===== config.mk =====
export PLATFORM = sky130hd
export DESIGN_NAME = q15_to_drp_writer
export DESIGN_NICKNAME = d
export VERILOG_FILES = /design/src/rtl/q15_to_drp_writer_pkg.sv /design/src/rtl/q15_to_drp_writer_q15_to_offset12.sv /design/src/rtl/q15_to_drp_writer.sv
export SDC_FILE = /design/constraint.sdc
export NUM_CORES = 1
export LEC_CHECK = 0
export BUFFER_PORTS_ARGS = -buffer_cell sky130_fd_sc_hd__buf_2
export CAP_MARGIN = 10
export CORE_MARGIN = 2
export CORE_UTILIZATION = 40
export DETAILED_ROUTE_END_ITERATION = 8
export SETUP_SLACK_MARGIN = 0.2
export SLEW_MARGIN = 20
export SYNTH_ARGS = -nofsm -noshare
export SYNTH_HDL_FRONTEND = slang
export SYNTH_SLANG_ARGS = --single-unit

===== constraint.sdc =====
create_clock -name clk -period 3.22 [get_ports clk]
set_input_delay 0.805 -clock clk [delete_from_list [all_inputs] [get_ports clk]]
set_output_delay 0.805 -clock clk [all_outputs]
set_load 0.03 [all_outputs]

===== src/rtl/q15_to_drp_writer_pkg.sv =====
`default_nettype none
// ============================================================================
//  Module      : q15_to_drp_writer_pkg
//  Description : Shared types and constants for the Q1.15 -> DRP DAC writer.
//  Revision    : 1.0  initial release
// ============================================================================
package q15_to_drp_writer_pkg;

    // Write-master FSM states
    typedef enum logic [1:0] {
        ST_IDLE = 2'd0,
        ST_REQ  = 2'd1,
        ST_WAIT = 2'd2
    } state_t;

    // DAC code format: 12-bit offset binary, mid-scale at 0x800
    localparam int          DAC_W   = 12;
    localparam logic [11:0] DAC_MID = 12'h800;

    // Q1.15 input format and the rounding used to drop to 12 bits
    localparam int Q15_W       = 16;
    localparam int ROUND_SHIFT = Q15_W - DAC_W;
    localparam int ROUND_BIAS  = 1 << (ROUND_SHIFT - 1);

    // Signed range of the rounded value before the offset is applied
    localparam int SAT_MAX = (1 << (DAC_W - 1)) - 1;
    localparam int SAT_MIN = -(1 << (DAC_W - 1));

endpackage : q15_to_drp_writer_pkg
`default_nettype wire


===== src/rtl/q15_to_drp_writer_q15_to_offset12.sv =====
`default_nettype none
// ============================================================================
//  Module      : q15_to_offset12
//  Description : Combinational Q1.15 -> 12-bit offset-binary converter.
//                Round-half-up by 4 bits, saturate, then add mid-scale.
//  Revision    : 1.0  initial release
// ============================================================================
module q15_to_offset12
    import q15_to_drp_writer_pkg::*;
(
    input  logic signed [Q15_W-1:0] sample,
    output logic        [DAC_W-1:0] code
);

    localparam int c_EXT_W = Q15_W + 1;

    logic signed [c_EXT_W-1:0] w_biased;
    logic signed [c_EXT_W-1:0] w_shifted;
    logic        [DAC_W-1:0]   w_sat;

    // Sign-extend one bit so the +8 bias cannot overflow, then floor-shift
    always_comb begin
        w_biased  = $signed({sample[Q15_W-1], sample}) + $signed(c_EXT_W'(ROUND_BIAS));
        w_shifted = w_biased >>> ROUND_SHIFT;
        if (w_shifted > $signed(c_EXT_W'(SAT_MAX))) begin
            w_sat = DAC_W'(SAT_MAX);
        end else if (w_shifted < $signed(c_EXT_W'(SAT_MIN))) begin
            w_sat = DAC_W'(SAT_MIN);
        end else begin
            w_sat = w_shifted[DAC_W-1:0];
        end
        code = w_sat + DAC_MID;
    end

endmodule : q15_to_offset12
`default_nettype wire


===== src/rtl/q15_to_drp_writer.sv =====
`default_nettype none
// ============================================================================
//  Module      : q15_to_drp_writer
//  Description : Converts Q1.15 samples to 12-bit DAC codes, buffers them in
//                a small circular buffer and writes each one to a DRP
//                register, waiting for drdy with a bounded timeout.
//  Revision    : 1.0  initial release
// ============================================================================
module q15_to_drp_writer
    import q15_to_drp_writer_pkg::*;
#(
    parameter logic [6:0] DRP_ADDR = 7'h48,
    parameter int         DEPTH    = 4,
    parameter int         TIMEOUT  = 64
) (
    input  logic              clk,
    input  logic              rst_n,
    input  logic              clk_en,
    input  logic [Q15_W-1:0]  in,
    input  logic              in_valid,
    output logic              drp_den,
    output logic              drp_dwe,
    output logic [6:0]        drp_daddr,
    output logic [15:0]       drp_di,
    input  logic              drp_drdy,
    input  logic              clr_err,
    output logic              busy,
    output logic              overflow,
    output logic              timeout_err
);

    localparam int c_PTR_W = $clog2(DEPTH);
    localparam int c_CNT_W = c_PTR_W + 1;
    localparam int c_TMR_W = $clog2(TIMEOUT);

    state_t               r_state;
    logic [c_TMR_W-1:0]   r_timer;
    logic [DAC_W-1:0]     r_mem [DEPTH];
    logic [c_PTR_W-1:0]   r_wr_ptr;
    logic [c_PTR_W-1:0]   r_rd_ptr;
    logic [c_CNT_W-1:0]   r_count;

    logic [DAC_W-1:0]     w_code;
    logic                 w_full;
    logic                 w_empty;
    logic                 w_in_fire;
    logic                 w_push;
    logic                 w_pop;
    logic                 w_timeout;

    q15_to_offset12 u_conv (
        .sample (in),
        .code   (w_code)
    );

    // Full/empty come from the registered count only, so a pop in the same
    // cycle never frees room for a push while full
    assign w_full    = (r_count == c_CNT_W'(DEPTH));
    assign w_empty   = (r_count == '0);
    assign w_in_fire = clk_en & in_valid;
    assign w_push    = w_in_fire & ~w_full;
    assign w_pop     = (r_state == ST_IDLE) & ~w_empty;
    assign w_timeout = (r_state == ST_WAIT) & ~drp_drdy &
                       (r_timer == c_TMR_W'(TIMEOUT - 1));
    assign busy      = ~w_empty | (r_state != ST_IDLE);

    // Buffer storage holds converted codes; contents need no reset
    always_ff @(posedge clk) begin
        if (w_push) begin
            r_mem[r_wr_ptr] <= w_code;
        end
    end

    // Buffer pointers, occupancy and the sticky overflow flag
    always_ff @(posedge clk or negedge rst_n) begin
        if (!rst_n) begin
            r_wr_ptr <= '0;
            r_rd_ptr <= '0;
            r_count  <= '0;
            overflow <= 1'b0;
        end else begin
            if (w_push) begin
                r_wr_ptr <= r_wr_ptr + c_PTR_W'(1);
            end
            if (w_pop) begin
                r_rd_ptr <= r_rd_ptr + c_PTR_W'(1);
            end
            case ({w_push, w_pop})
                2'b10:   r_count <= r_count + c_CNT_W'(1);
                2'b01:   r_count <= r_count - c_CNT_W'(1);
                default: r_count <= r_count;
            endcase
            if (w_in_fire && w_full) begin
                overflow <= 1'b1;
            end else if (clr_err) begin
                overflow <= 1'b0;
            end
        end
    end

    // DRP write master: IDLE pops, REQ pulses den, WAIT awaits drdy or times out
    always_ff @(posedge clk or negedge rst_n) begin
        if (!rst_n) begin
            r_state   <= ST_IDLE;
            r_timer   <= '0;
            drp_den   <= 1'b0;
            drp_dwe   <= 1'b0;
            drp_daddr <= '0;
            drp_di    <= '0;
        end else begin
            case (r_state)
                ST_IDLE: begin
                    if (!w_empty) begin
                        drp_den   <= 1'b1;
                        drp_dwe   <= 1'b1;
                        drp_daddr <= DRP_ADDR;
                        drp_di    <= {{(16 - DAC_W){1'b0}}, r_mem[r_rd_ptr]};
                        r_state   <= ST_REQ;
                    end
                end
                ST_REQ: begin
                    drp_den   <= 1'b0;
                    drp_dwe   <= 1'b0;
                    drp_daddr <= '0;
                    drp_di    <= '0;
                    r_timer   <= '0;
                    r_state   <= ST_WAIT;
                end
                ST_WAIT: begin
                    if (drp_drdy || w_timeout) begin
                        r_state <= ST_IDLE;
                    end else begin
                        r_timer <= r_timer + c_TMR_W'(1);
                    end
                end
                default: begin
                    r_state <= ST_IDLE;
                end
            endcase
        end
    end

    // Sticky timeout flag; a new timeout outranks a clear in the same cycle
    always_ff @(posedge clk or negedge rst_n) begin
        if (!rst_n) begin
            timeout_err <= 1'b0;
        end else if (w_timeout) begin
            timeout_err <= 1'b1;
        end else if (clr_err) begin
            timeout_err <= 1'b0;
        end
    end

endmodule : q15_to_drp_writer
`default_nettype wire


==> results of run 1 <==
==> per-layer routing <==
layer / track usage, % / up-vias
met5: 0 / -
met4: 5.37 / 0
met3: 3.33 / 10
met2: 19.9 / 52
met1: 17.4 / 964
li1: - / 1026
==> registers in the layout, summed over array words and instances (netlist names) <==
| name | count |
|---|---|
| r_rd_ptr | 2 |
| r_count | 3 |
| r_mem | 48 |
| overflow | 1 |
| r_wr_ptr | 2 |
| r_state | 2 |
| drp_di | 12 |
| drp_daddr | 1 |
| timeout_err | 1 |
| r_timer | 6 |
==> power by group <==
group	internal (mW)	leakage (nW)	switching, mW
Sequential	1.29	0.815	0.182
Clock	0.379	0.110	0.395
Combinational	0.413	0.684	0.629
==> metrics by stage <==
step	hold WS [ns]	cell area (µm²)	total power [mW]	std cells	setup slack [ns]
5_1_grt	0.506	4020	3.52	418	0.878
3_3_place_gp	0.503	3810	2.53	402	0.794
2_1_floorplan	0.476	3620	2.33	276	1.07
3_5_place_dp	0.510	3810	2.55	402	0.768
6_report	0.478	4020	3.29	418	0.976
4_1_cts	0.489	4020	3.34	418	0.944
==> area by class of cell <==
class	count	area (µm²)
sequential	78	2190
clock inverter	7	90.1
fill	780	4700
clock buffer	9	124
timing repair buffer	38	193
tap	108	135
inverter	11	41.3
multi-input combinational	167	1250
==> worst max path at each step <==
stage | cells after the start | endpoint | startpoint | slack, ns
floorplan | 9 | r_count[2] | clk_en | 1.07
global placement | 4 | r_mem[0][1] | clk_en | 0.79
detailed placement | 10 | r_count[2] | clk_en | 0.77
CTS | 3 | busy | r_count[0] | 0.94
global route | 3 | busy | r_count[0] | 0.88
finish | 3 | busy | r_count[0] | 0.98
==> placed cells by master (no fill, tap or decap), drive strengths merged, types with 2 or more instances in the layout <==
cell / instances
o211ai: 2
xnor2: 9
buf: 38
ha: 7
dfrtp: 30
nand2: 44
nor3: 6
or3: 2
o22ai: 2
and2: 4
conb: 9
xor2: 4
inv: 15
nand2b: 4
clkinv: 2
nand3: 11
clkbuf: 9
mux4: 12
nor2: 5
edfxtp: 48
o21ai: 24
mux2i: 3
o31ai: 2
==> critical path: cells and delay by family, from the launching register on <==
family | cells | cell delay, ns
DFF | 1 | 0.43
and+or+nand+nor | 2 | 0.46
buffers and inverters | 1 | 0.19
==> kinds of logic (layout without fill, tap and decap cells) <==
| group | count (synthesis) | after routing | share of synthesized area, % |
|---|---|---|---|
| and+or+nand+nor | 85 | 85 | 11.6 |
| DFF | 78 | 78 | 61.0 |
| AOI/OAI and AO/OA | 36 | 36 | 6.24 |
| buffers and inverters | 31 | 65 | 5.09 |
| muxes | 16 | 16 | 9.72 |
| xor gates and xnor gates | 13 | 13 | 3.17 |
| adders and majority gates | 8 | 8 | 3.00 |
| other | 1 | 9 | 0.104 |
==> impl_metrics.env, run 1 <==
export IMPL_fin_nets=335
export IMPL_report_final_hold_viol_count=0
export IMPL_synthTopCellsByArea="edfxtp_1 (40%), dfrtp_1 (21%), mux4_1 (7.3%)"
export IMPL_yosysMostFrequentCell="edfxtp_1"
export IMPL_synthDistinctLibCells=46
export IMPL_startpoint_type="flop"
export IMPL_rsz0062_at_grt="no"
export IMPL_vias=2052
export IMPL_path_cells="nor3_1, nand2_1, buf_2"
export IMPL_r2r_start="r_count[0]"
export IMPL_synth_seq_cells=78
export IMPL_finalSetupViolCount=0
export IMPL_antenna_found_initial=0
export IMPL_synth_area_um2=3590
export IMPL_p_leak_nw=1.61
export IMPL_synth_top_area_share_pct=40.1
export IMPL_setup_tns_ns=0
export IMPL_clock_latency_ns=0.35
export IMPL_core_region_area_um2=8720
export IMPL_routabilityCongestion=0.764
export IMPL_fin_skew_ns=0.00818
export IMPL_post_route_drc_count=0
export IMPL_area_growth_syn_to_layout_pct=12.0
export IMPL_cts_tree="done"
export IMPL_outcome="finished clean"
export IMPL_max_cap_violations=0
export IMPL_period_needed_ns=2.24
export IMPL_crit_path_top_delay_cell="dfrtp_1"
export IMPL_drt_met1_wl_um=2780
export IMPL_dieWidth_um=98.8
export IMPL_ys_warn_count=0
export IMPL_clk_pin_slew_worst_paths_ns=0.09
export IMPL_htreeDepth=3
export IMPL_start_util_pct=41.2
export IMPL_r2r_worst_path_cells=9
export IMPL_reg2reg_setup_slack_ns=1.17
export IMPL_grt_ovfl_total=0
export IMPL_finalMaxSlewViolations=0
export IMPL_yosysSeqAreaShare_pct=61.0
export IMPL_final_core_util_pct=46.1
export IMPL_grt_pass1_vias=2008
export IMPL_synth_edf_count=48
export IMPL_max_slew_worst_pin_slew_ns=0.762
export IMPL_dominantRegCellSynth="edfxtp_1"
export IMPL_reg2reg_to="r_count[2]"
export IMPL_postRouteAntennaNets=0
export IMPL_route_met2_wl_um=2680
export IMPL_antenna_cells=0
export IMPL_slew_headroom_pct=49.2
export IMPL_die_area_um2=9750
export IMPL_arrival_ns=1.44
export IMPL_synth_avg_cell_area_um2=13.4
export IMPL_worstSetupPathType="flop to output port"
export IMPL_powerDensity_nw_per_um2=817
export IMPL_wl_um=5820
export IMPL_synthCells=268
export IMPL_yosys_top_cells_count="edfxtp_1 (48), nand2_1 (44), dfrtp_1 (30)"
export IMPL_cts_sinks=78
export IMPL_max_clock_freq_ghz=0.446
export IMPL_cpPeakStageDelay_ns=0.43
export IMPL_grt_pass1_wl_um=9760
export IMPL_hold_buffers=0
export IMPL_cp_data_required_time_ns=2.41
export IMPL_track_usage_pct=12.9
export IMPL_path_max_fanout=4
export IMPL_grt_max_degree=31
export IMPL_drive_above_1_share_pct=21.0
export IMPL_end_kind="output port"
export IMPL_drt_pass1_iter_count=4
export IMPL_num_rows=34
export IMPL_ir_worst_vdd_uv=285
export IMPL_min_path_type="input port to async pin"
export IMPL_period_share_pct=69.7
export IMPL_io_pins=50
export IMPL_top_layer_used="met4"
export IMPL_numCtsBuffers=9
export IMPL_clock_path_buffers=2
export IMPL_synth_async_reset_ratio_pct=38.5
export IMPL_detail_route_vias_per_cell=4.91
export IMPL_synth_top_cell_by_area="edfxtp_1"
export IMPL_portBuffers=37
export IMPL_dp_hpwl_um=3960
export IMPL_cts_root_buf="clkbuf_8"
export IMPL_cts_resized_gates=0
export IMPL_route_met3_wl_um=259
export IMPL_drt_iter0_markers=102
export IMPL_fp_dieH_um=98.8
export IMPL_cts_setup_buffers=0
export IMPL_detail_route_wl_per_cell_um=13.9
Power figures use the tool's default switching activity.
==> run 2, diff against run 1 <==
--- a/config.mk
+++ b/config.mk
@@ -5,6 +5,7 @@
 export SDC_FILE = /design/constraint.sdc
 export NUM_CORES = 1
 export LEC_CHECK = 0
+export ABC_AREA = 1
 export BUFFER_PORTS_ARGS = -buffer_cell sky130_fd_sc_hd__buf_2
 export CAP_MARGIN = 10
 export CORE_MARGIN = 2
==> constraint.sdc (replaced) <==
create_clock -name clk -period 2 [get_ports clk]
set_input_delay 0.5 -clock clk [delete_from_list [all_inputs] [get_ports clk]]
set_output_delay 0.5 -clock clk [all_outputs]
set_load 0.03 [all_outputs]
==> run 2 against run 1 <==
Net effect: clock power rose by 37%; routed wire length increased by 20%; cell count rose by 32%; combinational power is 120% higher; register-to-register slack worse by 0.97 ns; critical endpoint is now r_count[2]; largest cell class unchanged; highest routed layer unchanged.
==> impl_metrics.env, run 2 <==
export IMPL_grt_ovfl_total=0
export IMPL_wl_um=6990
export IMPL_period_share_pct=89.8
export IMPL_grt_pass1_vias=2480
export IMPL_antenna_cells=0
export IMPL_synth_edf_count=48
export IMPL_max_cap_violations=0
export IMPL_report_final_hold_viol_count=0
export IMPL_core_region_area_um2=9150
export IMPL_fp_dieH_um=101
export IMPL_synth_avg_cell_area_um2=9.59
export IMPL_track_usage_pct=15.2
export IMPL_hold_buffers=0
export IMPL_worstSetupPathType="flop to flop"
export IMPL_clk_pin_slew_worst_paths_ns=0.08
export IMPL_p_leak_nw=1.90
export IMPL_rsz0062_at_grt="yes"
export IMPL_yosys_top_cells_count="nand2_1 (104), edfxtp_1 (48), nand3_1 (48)"
export IMPL_path_cells="nor2_2, nand2_1, nand3_2, ha_4, inv_4, fa_2, a21oi_2, o21ai_1, xor2_1"
export IMPL_largest_reg_flops=48
export IMPL_grt_use_met2_pct=24.9
export IMPL_ir_worst_vdd_uv=423
export IMPL_post_route_drc_count=0
export IMPL_numCtsBuffers=9
export IMPL_synth_async_reset_ratio_pct=38.5
export IMPL_htreeDepth=3
export IMPL_detail_route_wl_per_cell_um=12.7
export IMPL_met3_usage_pct=2.77
export IMPL_synth_area_um2=3730
export IMPL_io_pins=50
export IMPL_hold_ws_ns=0.186
export IMPL_synthTopCellsByArea="edfxtp_1 (39%), dfrtp_1 (20%), nand2_1 (10%)"
export IMPL_ys_warn_count=0
export IMPL_finalMaxSlewViolations=0
export IMPL_fin_skew_ns=0.00491
export IMPL_grt_pass1_wl_um=12000
export IMPL_switchingPower_mw=2.32
export IMPL_clock_path_buffers=2
export IMPL_arrival_ns=2.02
export IMPL_reg_top3="r_mem x48, drp_di x12, r_timer x6"
export IMPL_routabilityCongestion=0.848
export IMPL_synthDistinctLibCells=27
export IMPL_dieWidth_um=101
export IMPL_grt_max_degree=31
export IMPL_p_seq_share_pct=40.7
export IMPL_internal_power_mw=3.27
export IMPL_crit_path_top_delay_cell="dfrtp_1"
export IMPL_slew_headroom_pct=54.3
export IMPL_die_area_um2=10100
export IMPL_antenna_found_initial=0
export IMPL_cp_data_required_time_ns=2.23
export IMPL_drt_iter0_markers=126
export IMPL_path_delay_family="adder cells"
export IMPL_drt_pass1_iter_count=4
export IMPL_min_path_type="input port to async pin"
export IMPL_postRouteAntennaNets=0
export IMPL_synth_top_cell_by_area="edfxtp_1"
export IMPL_dominantRegCellSynth="edfxtp_1"
export IMPL_area_growth_syn_to_layout_pct=13.9
export IMPL_cts_root_buf="clkbuf_8"
export IMPL_cpPeakStageDelay_ns=0.40
export IMPL_synthCells=389
export IMPL_p_clk_share_pct=19.0
export IMPL_max_slew_worst_pin_slew_ns=0.686
export IMPL_num_fill_cells=873
export IMPL_outcome="finished clean"
export IMPL_cts_sinks=78
export IMPL_fin_nets=464
export IMPL_startpoint_type="flop"
export IMPL_clock_latency_ns=0.34
export IMPL_detail_route_vias_per_cell=4.79
export IMPL_final_common_cell="nand2_1"
export IMPL_drive_above_1_share_pct=20.0
export IMPL_path_buf_inv=1
export IMPL_dp_hpwl_um=4800
export IMPL_num_rows=35
export IMPL_finalSetupViolCount=0
export IMPL_portBuffers=37
export IMPL_synth_top_area_share_pct=38.6
export IMPL_grt_busiest_layer="met2"
export IMPL_netSwitchingFraction_pct=41.5
export IMPL_end_kind="flop"
export IMPL_period_needed_ns=1.80
export IMPL_use_met1_pct=20.4
export IMPL_vias=2635
export IMPL_path_max_fanout=3
export IMPL_largest_register="r_mem"
export IMPL_setup_tns_ns=0
export IMPL_start_util_pct=40.8
export IMPL_cts_tree="done"
export IMPL_p_comb_share_pct=40.3
export IMPL_synth_seq_cells=78
export IMPL_mostFrequentLayoutCells="nand2_1 (103), edfxtp_1 (48), nand3_1 (47)"
export IMPL_yosysSeqAreaShare_pct=58.7
export IMPL_powerDensity_nw_per_um2=1310
export IMPL_yosysMostFrequentCell="nand2_1"
export IMPL_max_clock_freq_ghz=0.557
## run 2: cell type report
type	instances	area [µm²]	share of cell area, %
flip-flops and latches	78	2190	51.6
multi-input cells	254	1300	30.5
repair buffers	50	283	6.65
inverters	41	156	3.68
well taps	111	139	3.27
clock buffers	9	124	2.91
clock inverters	7	60.1	1.41
## run 2: logic make-up (layout without fill, tap and decap cells)
logic type,after synthesis,after routing,share of synthesized area [%]
AND/OR/NAND/NOR,191,191,22.7
adder cells (fa/ha/maj),8,8,2.88
XOR/XNOR,11,11,2.58
flip-flops,78,78,58.7
AO/OA/AOI/OAI,35,35,4.89
buffers and inverters,65,107,8.15
other,1,9,0.100
## run 2: metal layers
metal	share of wire [%]	up-vias
met1	48	1218
met3	4.0	4
li1	-	1352
met5	0	-
met2	47	61
met4	0.84	0
## run 2: per-stage QoR
| stage | instance area [µm²] | total power [mW] | util, % | std cells | worst slack [ns] |
|---|---|---|---|---|---|
| floorplan | 3780 | 3.94 | - | 397 | 0.203 |
| global placement | 4030 | 4.42 | 44.1 | 532 | 0.100 |
| detailed placement | 4030 | 4.50 | 44.1 | 532 | 0.0631 |
| CTS | 4230 | 5.59 | 46.2 | 549 | 0.207 |
| global route | 4250 | 6.05 | 46.5 | 550 | 0.126 |
| finish | 4250 | 5.59 | 46.5 | 550 | 0.204 |
## run 2: what timing repair did
action	CTS	global route
setup endpoints to repair	1	2
setup buffers	1	1
pin swaps	1	5
resized for setup	0	5
cloned	0	0
## run 2: worst reg2reg max path: cells and delay by family, from the launching register on
| kind | cells | cell delay, ns |
|---|---|---|
| buffers and inverters | 1 | 0.04 |
| adder cells (fa/ha/maj) | 2 | 0.54 |
| XOR/XNOR | 1 | 0.14 |
| flip-flops | 1 | 0.40 |
| AND/OR/NAND/NOR | 3 | 0.36 |
| AO/OA/AOI/OAI | 2 | 0.21 |
## run 2: power by group through the flow
| stage | combinational [mW] | sequential [mW] | clock [mW] |
|---|---|---|---|
| after floorplan | 1.43 | 2.50 | 0 |
| after global placement | 2.11 | 2.31 | 0 |
| after detailed placement | 2.18 | 2.32 | 0 |
| after CTS | 2.21 | 2.28 | 1.10 |
| after global routing | 2.56 | 2.33 | 1.17 |
| final | 2.25 | 2.27 | 1.06 |
## run 2: path summary, 6_finish.rpt
| check | from | to | slack, ns | cells past startpoint |
|---|---|---|---|---|
| worst max-delay path | r_count[1] | r_count[2] | 0.20 | 9 |
| worst min-delay path | rst_n | overflow | 0.19 | 1 |
| worst max register to register | r_count[1] | r_count[2] | 0.20 | 9 |
| worst min register to register | drp_di[10] | drp_di[10] | 0.50 | 2 |
| max in group asynchronous | rst_n | drp_di[9] | 1.36 | 1 |
| min in group clk | clr_err | timeout_err | 0.35 | 2 |
